File: config.mk
export PLATFORM = sky130hd
export DESIGN_NAME = clock_tick_ctrl
export DESIGN_NICKNAME = d
export VERILOG_FILES = /design/src/rtl/clock_pkg.sv /design/src/rtl/clock_tick_ctrl_tick_gen.sv /design/src/rtl/clock_tick_ctrl.sv
export SDC_FILE = /design/constraint.sdc
export NUM_CORES = 1
export LEC_CHECK = 0
export ABC_AREA = 1
export BUFFER_PORTS_ARGS = -buffer_cell sky130_fd_sc_hd__buf_4
export CORE_AREA = 10 10 75 61
export CTS_CLUSTER_SIZE = 28
export DETAILED_ROUTE_END_ITERATION = 7
export DIE_AREA = 0 0 85 71
export GPL_TIMING_DRIVEN = 0
export HOLD_SLACK_MARGIN = 0.06
export PLACE_DENSITY = 0.8
export SETUP_SLACK_MARGIN = 0.15
export SYNTH_ARGS = -nofsm -noshare
export SYNTH_HDL_FRONTEND = slang
export SYNTH_HIERARCHICAL = 1
export SYNTH_SLANG_ARGS = --single-unit
File: constraint.sdc
create_clock -name clk -period 2.2 [get_ports clk]
set_input_delay 0.55 -clock clk [delete_from_list [all_inputs] [get_ports clk]]
set_output_delay 0.55 -clock clk [all_outputs]
set_load 0.05 [all_outputs]
File: src/rtl/clock_pkg.sv
// clock_pkg
//   Definitions shared by the time-keeping blocks: the set-time mode
//   encoding and the default prescale (system clock cycles per second),
//   which the display block also uses.
package clock_pkg;

  // Set-time FSM encoding; 2'd3 is unused and treated as illegal.
  typedef enum logic [1:0] {
    MODE_RUN   = 2'd0,
    MODE_SET_H = 2'd1,
    MODE_SET_M = 2'd2
  } mode_t;

  // System clock cycles per one-second tick.
  localparam int unsigned PRESCALE_DEFAULT = 32'd50_000_000;

  // Successor of a mode on a mode-button event: RUN -> SET_H -> SET_M -> RUN.
  // Any illegal encoding goes back to RUN.
  function automatic mode_t next_mode(input mode_t cur);
    mode_t nxt;
    case (cur)
      MODE_RUN:   nxt = MODE_SET_H;
      MODE_SET_H: nxt = MODE_SET_M;
      MODE_SET_M: nxt = MODE_RUN;
      default:    nxt = MODE_RUN;
    endcase
    return nxt;
  endfunction

endpackage

File: src/rtl/clock_tick_ctrl_tick_gen.sv
// tick_gen
//   Free-running prescale counter, 0..PRESCALE-1, wrapping to 0.
//   Ports:
//     clk    in   system clock, rising edge
//     reset  in   asynchronous active-low reset (count -> 0)
//     clr    in   synchronous reload of the count to 0 (wins over counting)
//     tc     out  terminal count, high while count == PRESCALE-1 (combinational)
//     count  out  current count value
module tick_gen
  import clock_pkg::*;
#(
  parameter  int unsigned PRESCALE = PRESCALE_DEFAULT,
  localparam int unsigned CW       = $clog2(PRESCALE)
) (
  input  logic          clk,
  input  logic          reset,
  input  logic          clr,
  output logic          tc,
  output logic [CW-1:0] count
);

  logic [CW-1:0] count_r;

  assign tc    = (count_r == CW'(PRESCALE - 1));
  assign count = count_r;

  // Prescale counter with synchronous reload and wrap at terminal count.
  always_ff @(posedge clk or negedge reset) begin
    if (!reset) begin
      count_r <= {CW{1'b0}};
    end else if (clr) begin
      count_r <= {CW{1'b0}};
    end else if (tc) begin
      count_r <= {CW{1'b0}};
    end else begin
      count_r <= count_r + CW'(1);
    end
  end

endmodule

File: src/rtl/clock_tick_ctrl.sv
// clock_tick_ctrl
//   Sequences the hour/minute/second counters from one clock domain: derives
//   the 1 Hz tick, issues single-cycle increment enables with carry chaining,
//   and runs the button-driven set-time FSM (RUN -> SET_H -> SET_M -> RUN).
//   Optional feature macro: CLOCK_TICK_CTRL_BLINK_EN (blink strobe for the
//   field being set; when undefined, blink is tied low).
//   Ports:
//     clk       in   system clock, rising edge
//     reset     in   asynchronous active-low reset
//     mode_btn  in   debounced/synchronised mode button (level)
//     adj_btn   in   debounced/synchronised adjust button (level)
//     sec_max   in   seconds counter at 59
//     min_max   in   minutes counter at 59
//     tick_1hz  out  one-cycle pulse every PRESCALE cycles
//     sec_inc   out  seconds increment enable
//     min_inc   out  minutes increment enable
//     hour_inc  out  hours increment enable
//     sec_clr   out  seconds synchronous clear
//     mode      out  0=RUN, 1=SET_H, 2=SET_M
//     blink     out  display blank strobe (SET modes only)
module clock_tick_ctrl
  import clock_pkg::*;
#(
  parameter  int unsigned PRESCALE = PRESCALE_DEFAULT,
  localparam int unsigned CW       = $clog2(PRESCALE)
) (
  input  logic       clk,
  input  logic       reset,
  input  logic       mode_btn,
  input  logic       adj_btn,
  input  logic       sec_max,
  input  logic       min_max,
  output logic       tick_1hz,
  output logic       sec_inc,
  output logic       min_inc,
  output logic       hour_inc,
  output logic       sec_clr,
  output logic [1:0] mode,
  output logic       blink
);

  mode_t         mode_r;
  logic          mode_q_r;
  logic          adj_q_r;
  logic          tick_1hz_r;
  logic          sec_inc_r;
  logic          min_inc_r;
  logic          hour_inc_r;
  logic          sec_clr_r;
  logic          tc_s;
  logic [CW-1:0] count_s;
  logic          mode_rise_s;
  logic          adj_rise_s;
  logic          exit_set_s;

  assign mode_rise_s = mode_btn & ~mode_q_r;
  assign adj_rise_s  = adj_btn & ~adj_q_r;
  // Leaving SET_M restarts the second so the next tick is a full second away.
  assign exit_set_s  = (mode_r == MODE_SET_M) & mode_rise_s;

  tick_gen #(
    .PRESCALE (PRESCALE)
  ) u_tick_gen (
    .clk   (clk),
    .reset (reset),
    .clr   (exit_set_s),
    .tc    (tc_s),
    .count (count_s)
  );

  // Button history, set-time FSM and all registered strobe outputs.
  always_ff @(posedge clk or negedge reset) begin
    if (!reset) begin
      mode_r     <= MODE_RUN;
      mode_q_r   <= 1'b0;
      adj_q_r    <= 1'b0;
      tick_1hz_r <= 1'b0;
      sec_inc_r  <= 1'b0;
      min_inc_r  <= 1'b0;
      hour_inc_r <= 1'b0;
      sec_clr_r  <= 1'b0;
    end else begin
      mode_q_r   <= mode_btn;
      adj_q_r    <= adj_btn;
      tick_1hz_r <= tc_s;
      sec_clr_r  <= exit_set_s;
      case (mode_r)
        MODE_RUN: begin
          sec_inc_r  <= tc_s;
          min_inc_r  <= tc_s & sec_max;
          hour_inc_r <= tc_s & sec_max & min_max;
          mode_r     <= mode_rise_s ? next_mode(mode_r) : mode_r;
        end
        MODE_SET_H: begin
          // A mode edge in the same cycle swallows the adjust edge.
          sec_inc_r  <= 1'b0;
          min_inc_r  <= 1'b0;
          hour_inc_r <= adj_rise_s & ~mode_rise_s;
          mode_r     <= mode_rise_s ? next_mode(mode_r) : mode_r;
        end
        MODE_SET_M: begin
          // No carry into hours while minutes are being set.
          sec_inc_r  <= 1'b0;
          min_inc_r  <= adj_rise_s & ~mode_rise_s;
          hour_inc_r <= 1'b0;
          mode_r     <= mode_rise_s ? next_mode(mode_r) : mode_r;
        end
        default: begin
          sec_inc_r  <= 1'b0;
          min_inc_r  <= 1'b0;
          hour_inc_r <= 1'b0;
          mode_r     <= MODE_RUN;
        end
      endcase
    end
  end

  assign tick_1hz = tick_1hz_r;
  assign sec_inc  = sec_inc_r;
  assign min_inc  = min_inc_r;
  assign hour_inc = hour_inc_r;
  assign sec_clr  = sec_clr_r;
  assign mode     = mode_r;

`ifdef CLOCK_TICK_CTRL_BLINK_EN
  logic blink_r;

  // Blank strobe: first half of every second while a field is being set.
  always_ff @(posedge clk or negedge reset) begin
    if (!reset) begin
      blink_r <= 1'b0;
    end else begin
      blink_r <= (mode_r != MODE_RUN) && (count_s < CW'(PRESCALE / 2));
    end
  end

  assign blink = blink_r;
`else
  // The count is only needed for the blink strobe.
  logic unused_count_s;
  assign unused_count_s = ^count_s;
  assign blink          = 1'b0;
`endif

endmodule
Word level (Yosys, flattened, before mapping)
Index checks and enable logic that the tools add are counted.
{"block": "totals", "out_inout_bits": 8, "word_cells": 36, "inputBits": 6, "ff_bits": 35}
{"block": "classes", "n_reduce_logical": 2, "eq_ne": 6, "n_addsub": 1, "mux": 9, "n_bitwise": 9}
{"op": "$mux W26", "count": 2}
{"op": "$add A26 B1 Y26 const B", "count": 1}
{"op": "$eq A26 B26 Y1 const B", "count": 1}
{"op": "$and A1 B1 Y1", "count": 6}
{"op": "$mux W2", "count": 3}
{"op": "$ne A2 B2 Y1 const B", "count": 3}
{"op": "$pmux W2 S3", "count": 1}
{"op": "$pmux W1 S2", "count": 2}
{"op": "$not A1 Y1", "count": 3}
{"op": "$reduce_and A3 Y1", "count": 1}
{"op": "$eq A2 B1 Y1 const B", "count": 1}
{"op": "$eq A2 B2 Y1 const B", "count": 1}
{"op": "$logic_not A2 Y1", "count": 1}
{"op": "$mux W1", "count": 1}

Longest topological paths before layout
{"block": "logic_depth", "word_depth": 5, "depth_mapped": 11}

Hierarchy
The synthesis kept the hierarchy.
{"mod": "tick_gen", "cells_per_inst": 229, "seq_area_each_um2": 650.6, "area_each_um2": 1562.7, "n_inst": 1}
{"mod": "clock_tick_ctrl", "cells_per_inst": 37, "seq_area_each_um2": 225.2, "area_each_um2": 344.1, "n_inst": 1}

Least setup slack after synthesis
OpenSTA, ideal clock, no wires.
{"block": "synth_timing", "path_kind": "register to register", "startpoint": "register mode_r[1] (netlist: mode[1])", "endpoint": "register u_tick_gen.count_r[0] (netlist: u_tick_gen/count[0])", "arrival_time_ns": 1.646, "n_path_buf": 2, "required_ns": 2.078, "stages_incl_launch_ff": 8, "setup_slack_ns": 0.431, "setup_ns": 0.122, "cell_sequence": "dfrtp_1 inv_2 nor3_1 clkbuf_1 inv_1 nand2_4 buf_8 nor2_1"}
{"block": "synth_between", "elab_chain_cells": 3}
{"element": "from (decl)", "line": "clock_tick_ctrl.sv:42", "rtl": "mode_t mode_r;"}
{"element": "from (signal assigned)", "line": "clock_tick_ctrl.sv:92", "rtl": "mode_r <= mode_rise_s ? next_mode(mode_r) : mode_r;"}
{"element": "from (signal assigned)", "line": "clock_tick_ctrl.sv:99", "rtl": "mode_r <= mode_rise_s ? next_mode(mode_r) : mode_r;"}
{"element": "from (signal assigned)", "line": "clock_tick_ctrl.sv:106", "rtl": "mode_r <= mode_rise_s ? next_mode(mode_r) : mode_r;"}
{"element": "$eq A2 B2 Y1", "line": "clock_tick_ctrl.sv:59", "rtl": "assign exit_set_s = (mode_r == MODE_SET_M) & mode_rise_s;"}
{"element": "$and A1 B1 Y1", "line": "clock_tick_ctrl.sv:59"}
{"element": "named net exit_set_s", "line": "clock_tick_ctrl.sv:54", "rtl": "logic exit_set_s;"}
{"element": "$mux W26", "line": "clock_tick_ctrl_tick_gen.sv:31", "rtl": "end else if (clr) begin"}
{"element": "to (signal assigned)", "line": "clock_tick_ctrl_tick_gen.sv:30", "rtl": "count_r <= {CW{1'b0}};"}
{"element": "to (signal assigned)", "line": "clock_tick_ctrl_tick_gen.sv:32", "rtl": "count_r <= {CW{1'b0}};"}
{"element": "to (signal assigned)", "line": "clock_tick_ctrl_tick_gen.sv:34", "rtl": "count_r <= {CW{1'b0}};"}
{"element": "to (decl)", "line": "clock_tick_ctrl_tick_gen.sv:22", "rtl": "logic [CW-1:0] count_r;"}
The timed path passes the listed nets, and every way through them passes these cells.
A chain may end at the register's enable or synchronous reset.

Final worst setup path
{"block": "layout_timing", "startpoint": "register mode_q_r", "endpoint": "register u_tick_gen.count_r[3] (netlist: u_tick_gen/count[3])"}
{"block": "layout_between", "elab_chain_cells": 4}
{"element": "from (decl)", "line": "clock_tick_ctrl.sv:43", "rtl": "logic mode_q_r;"}
{"element": "from (signal assigned)", "line": "clock_tick_ctrl.sv:83", "rtl": "mode_q_r <= mode_btn;"}
{"element": "$not A1 Y1", "line": "clock_tick_ctrl.sv:56", "rtl": "assign mode_rise_s = mode_btn & ~mode_q_r;"}
{"element": "$and A1 B1 Y1", "line": "clock_tick_ctrl.sv:56"}
{"element": "$and A1 B1 Y1", "line": "clock_tick_ctrl.sv:59"}
{"element": "named net exit_set_s", "line": "clock_tick_ctrl.sv:54"}
{"element": "$mux W26", "line": "clock_tick_ctrl_tick_gen.sv:31"}
The timed path passes the listed nets, and every way through them passes these cells.

==> impl_metrics.ini <==
[status]
status = complete, no violations

[cts]
cts_sinks = 35
cts_resized = 0
postCtsHoldBufs = 0
cts_tree = done
clk_pin_slew_ns = 0.07
insertion_delay_ns = 0.28
h-tree-depth = 2
postCtsSetupRepairBufs = 0
numCtsBuffers = 5
clockBufferDepth = 2
clock-root-buffer = clkbuf_8

[critical_path]
timing.rr.start = mode_q_r
end_kind = flop
critical_path.startpoint = mode_q_r
critPathKind = flop to flop
crit_path_start_kind = flop
crit_fanout = 10
cp.required_ns = 2.36
arrival_ns = 1.99

[power_and_ir_drop]
power_mw = 2.02
p_per_area_nw_per_um2 = 954
cellLeakagePower_nw = 1.00
ir_drop_mv = 0.698

[floorplanning]
placementRows = 18
dieWidth_um = 85
start_util = 0.600
dieArea_sq_um = 6040
core_sq_um = 3180
dieHeight_um = 71
io_pins = 14

[place]
dpl.hpwl_um = 3110
pre_cts_slack_ns = 0.133
gp_congestion = 0.919
placed_cells = 318
portBuffers = 12

[final_layout]
final_common_cell = nand2_1
num-fill-cells = 276
multi_input_area_sq_um = 896
final_nets = 292
syn2layout_area_growth_pct = 11.2
insertedDiodeCount = 0
drive_gt1_frac = 0.102
stdcell_count = 324
largest_reg_flops = 26
most-common-layout-cells = nand2_1, nor2_1, dfrtp_1
seqCellArea_sq_um = 876

[routing]
routed_wl_um = 4100
wl_per_cell_um = 12.7
via_per_inst = 5.12
post-route-drc-count = 0
ant_nets = 0
vias = 1659
drtIter0Drc = 149
dr.pass1.iters = 4

[sta]
fin_crit_sh = 0.833
rsz0062_at_grt = false
hold_viol_final = 0
worst_slack_ns = 0.368
whs_ns = 0.214
max_slew_margin = 0.664
timing.final.crit_period_ns = 1.83
slew_viol_final = 0
finalSetupViolations = 0
skew_ns = 0.00620
max_freq_ghz = 0.546
tns_ns = 0
worst_pin_slew_ns = 0.505

[synthesis]
syn_nets = 273
ys_ff_latch = 35
synth.avg_cell_area_sq_um = 7.17
ys.warnings.count = 6
synth_area_leaders = dfrtp_1, nand2_1, nor2_1, inv_1, nand3_1
ys_seq_area_frac = 0.459
syn_area_sq_um = 1910
synth_cell_types = 23
synth_top_area_frac = 0.459
yosysTopAreaCell = dfrtp_1
synthCells = 266

[global_route]
grt_pass1_wl_um = 7470
antenna_found_initial = 0
grt_start_max_net_pins = 36
track_usage = 0.149
grt_overflow_total = 0
grt_pass1_vias = 1676

[run]
cap_violations = 0

[worst_hold_path]
hold_path_class = input port to asynchronous set/reset pin
[power by group]
part	total [mW]	internal (mW)	switching, mW
Clock	0.417	0.211	0.206
Combinational	0.614	0.222	0.392
Sequential	0.991	0.800	0.191
Total	2.02	1.23	0.789
[final timing paths]
| kind | to | slack (ns) | depth (start not counted) |
|---|---|---|---|
| setup / recovery | u_tick_gen/count[3] | 0.37 | 8 |
| hold / removal | u_tick_gen/count[20] | 0.21 | 1 |
| setup reg to reg | u_tick_gen/count[3] | 0.37 | 8 |
| hold reg to reg | hour_inc | 0.53 | 3 |
| max in group asynchronous | u_tick_gen/count[13] | 1.68 | 1 |
| min in group clk | mode_q_r | 0.38 | 1 |
[per-layer routing]
layer / vias to the layer above / part of all wire / GRT usage
li1: 841 / - / -
met1: 756 / 0.45 / 0.184
met2: 55 / 0.46 / 0.239
met3: 7 / 0.081 / 0.0503
met4: 0 / 0.014 / 0.0511
met5: - / 0 / 0
[final cells by class]
class                           instances  share of cell area
Multi-Input combinational cell        199               0.423
Sequential cell                        35               0.413
Inverter                               29              0.0514
Timing Repair Buffer                   12              0.0425
Clock buffer                            6              0.0342
Tap cell                               40              0.0236
Buffer                                  3              0.0124
[metrics by stage]
step	utilization	instance area (sq um)
finish	0.667	2120
global route	0.667	2120
CTS	0.667	2120
detailed placement	0.645	2050
global placement	0.645	2050
floorplan	-	1910
[cell usage after synthesis]
cell,instances
o21bai_1,4
and2_0,1
dfrtp_1,35
inv_1,28
nor2_1,62
ha_1,1
nor2_2,5
xnor2_1,3
nand2_2,1
conb_1,1
inv_2,1
nand3_1,21
clkbuf_1,1
xor2_1,6
nand2_4,1
o21ai_0,3
buf_8,1
nor3_1,4
nor2_4,2
a21oi_1,1
nand2_1,82
nor3b_1,1
buf_4,1
[worst max-delay path, cell delays in order, from the launching register on]
cell,delay [ns]
dfrtp_1,0.36
inv_1,0.05
nand2_1,0.12
nor3_1,0.22
clkbuf_1,0.44
inv_1,0.16
nand2_4,0.15
buf_8,0.15
nor2_1,0.05
[cell families after synthesis]
group	share of synthesized area
xor gates and xnor gates	0.0413
and+or+nand+nor	0.394
other	0.00197
adders and majority gates	0.00656
buffers and inverters	0.0709
AOI/OAI and AO/OA	0.0262
DFF	0.459
Power figures use the tool's default switching activity.
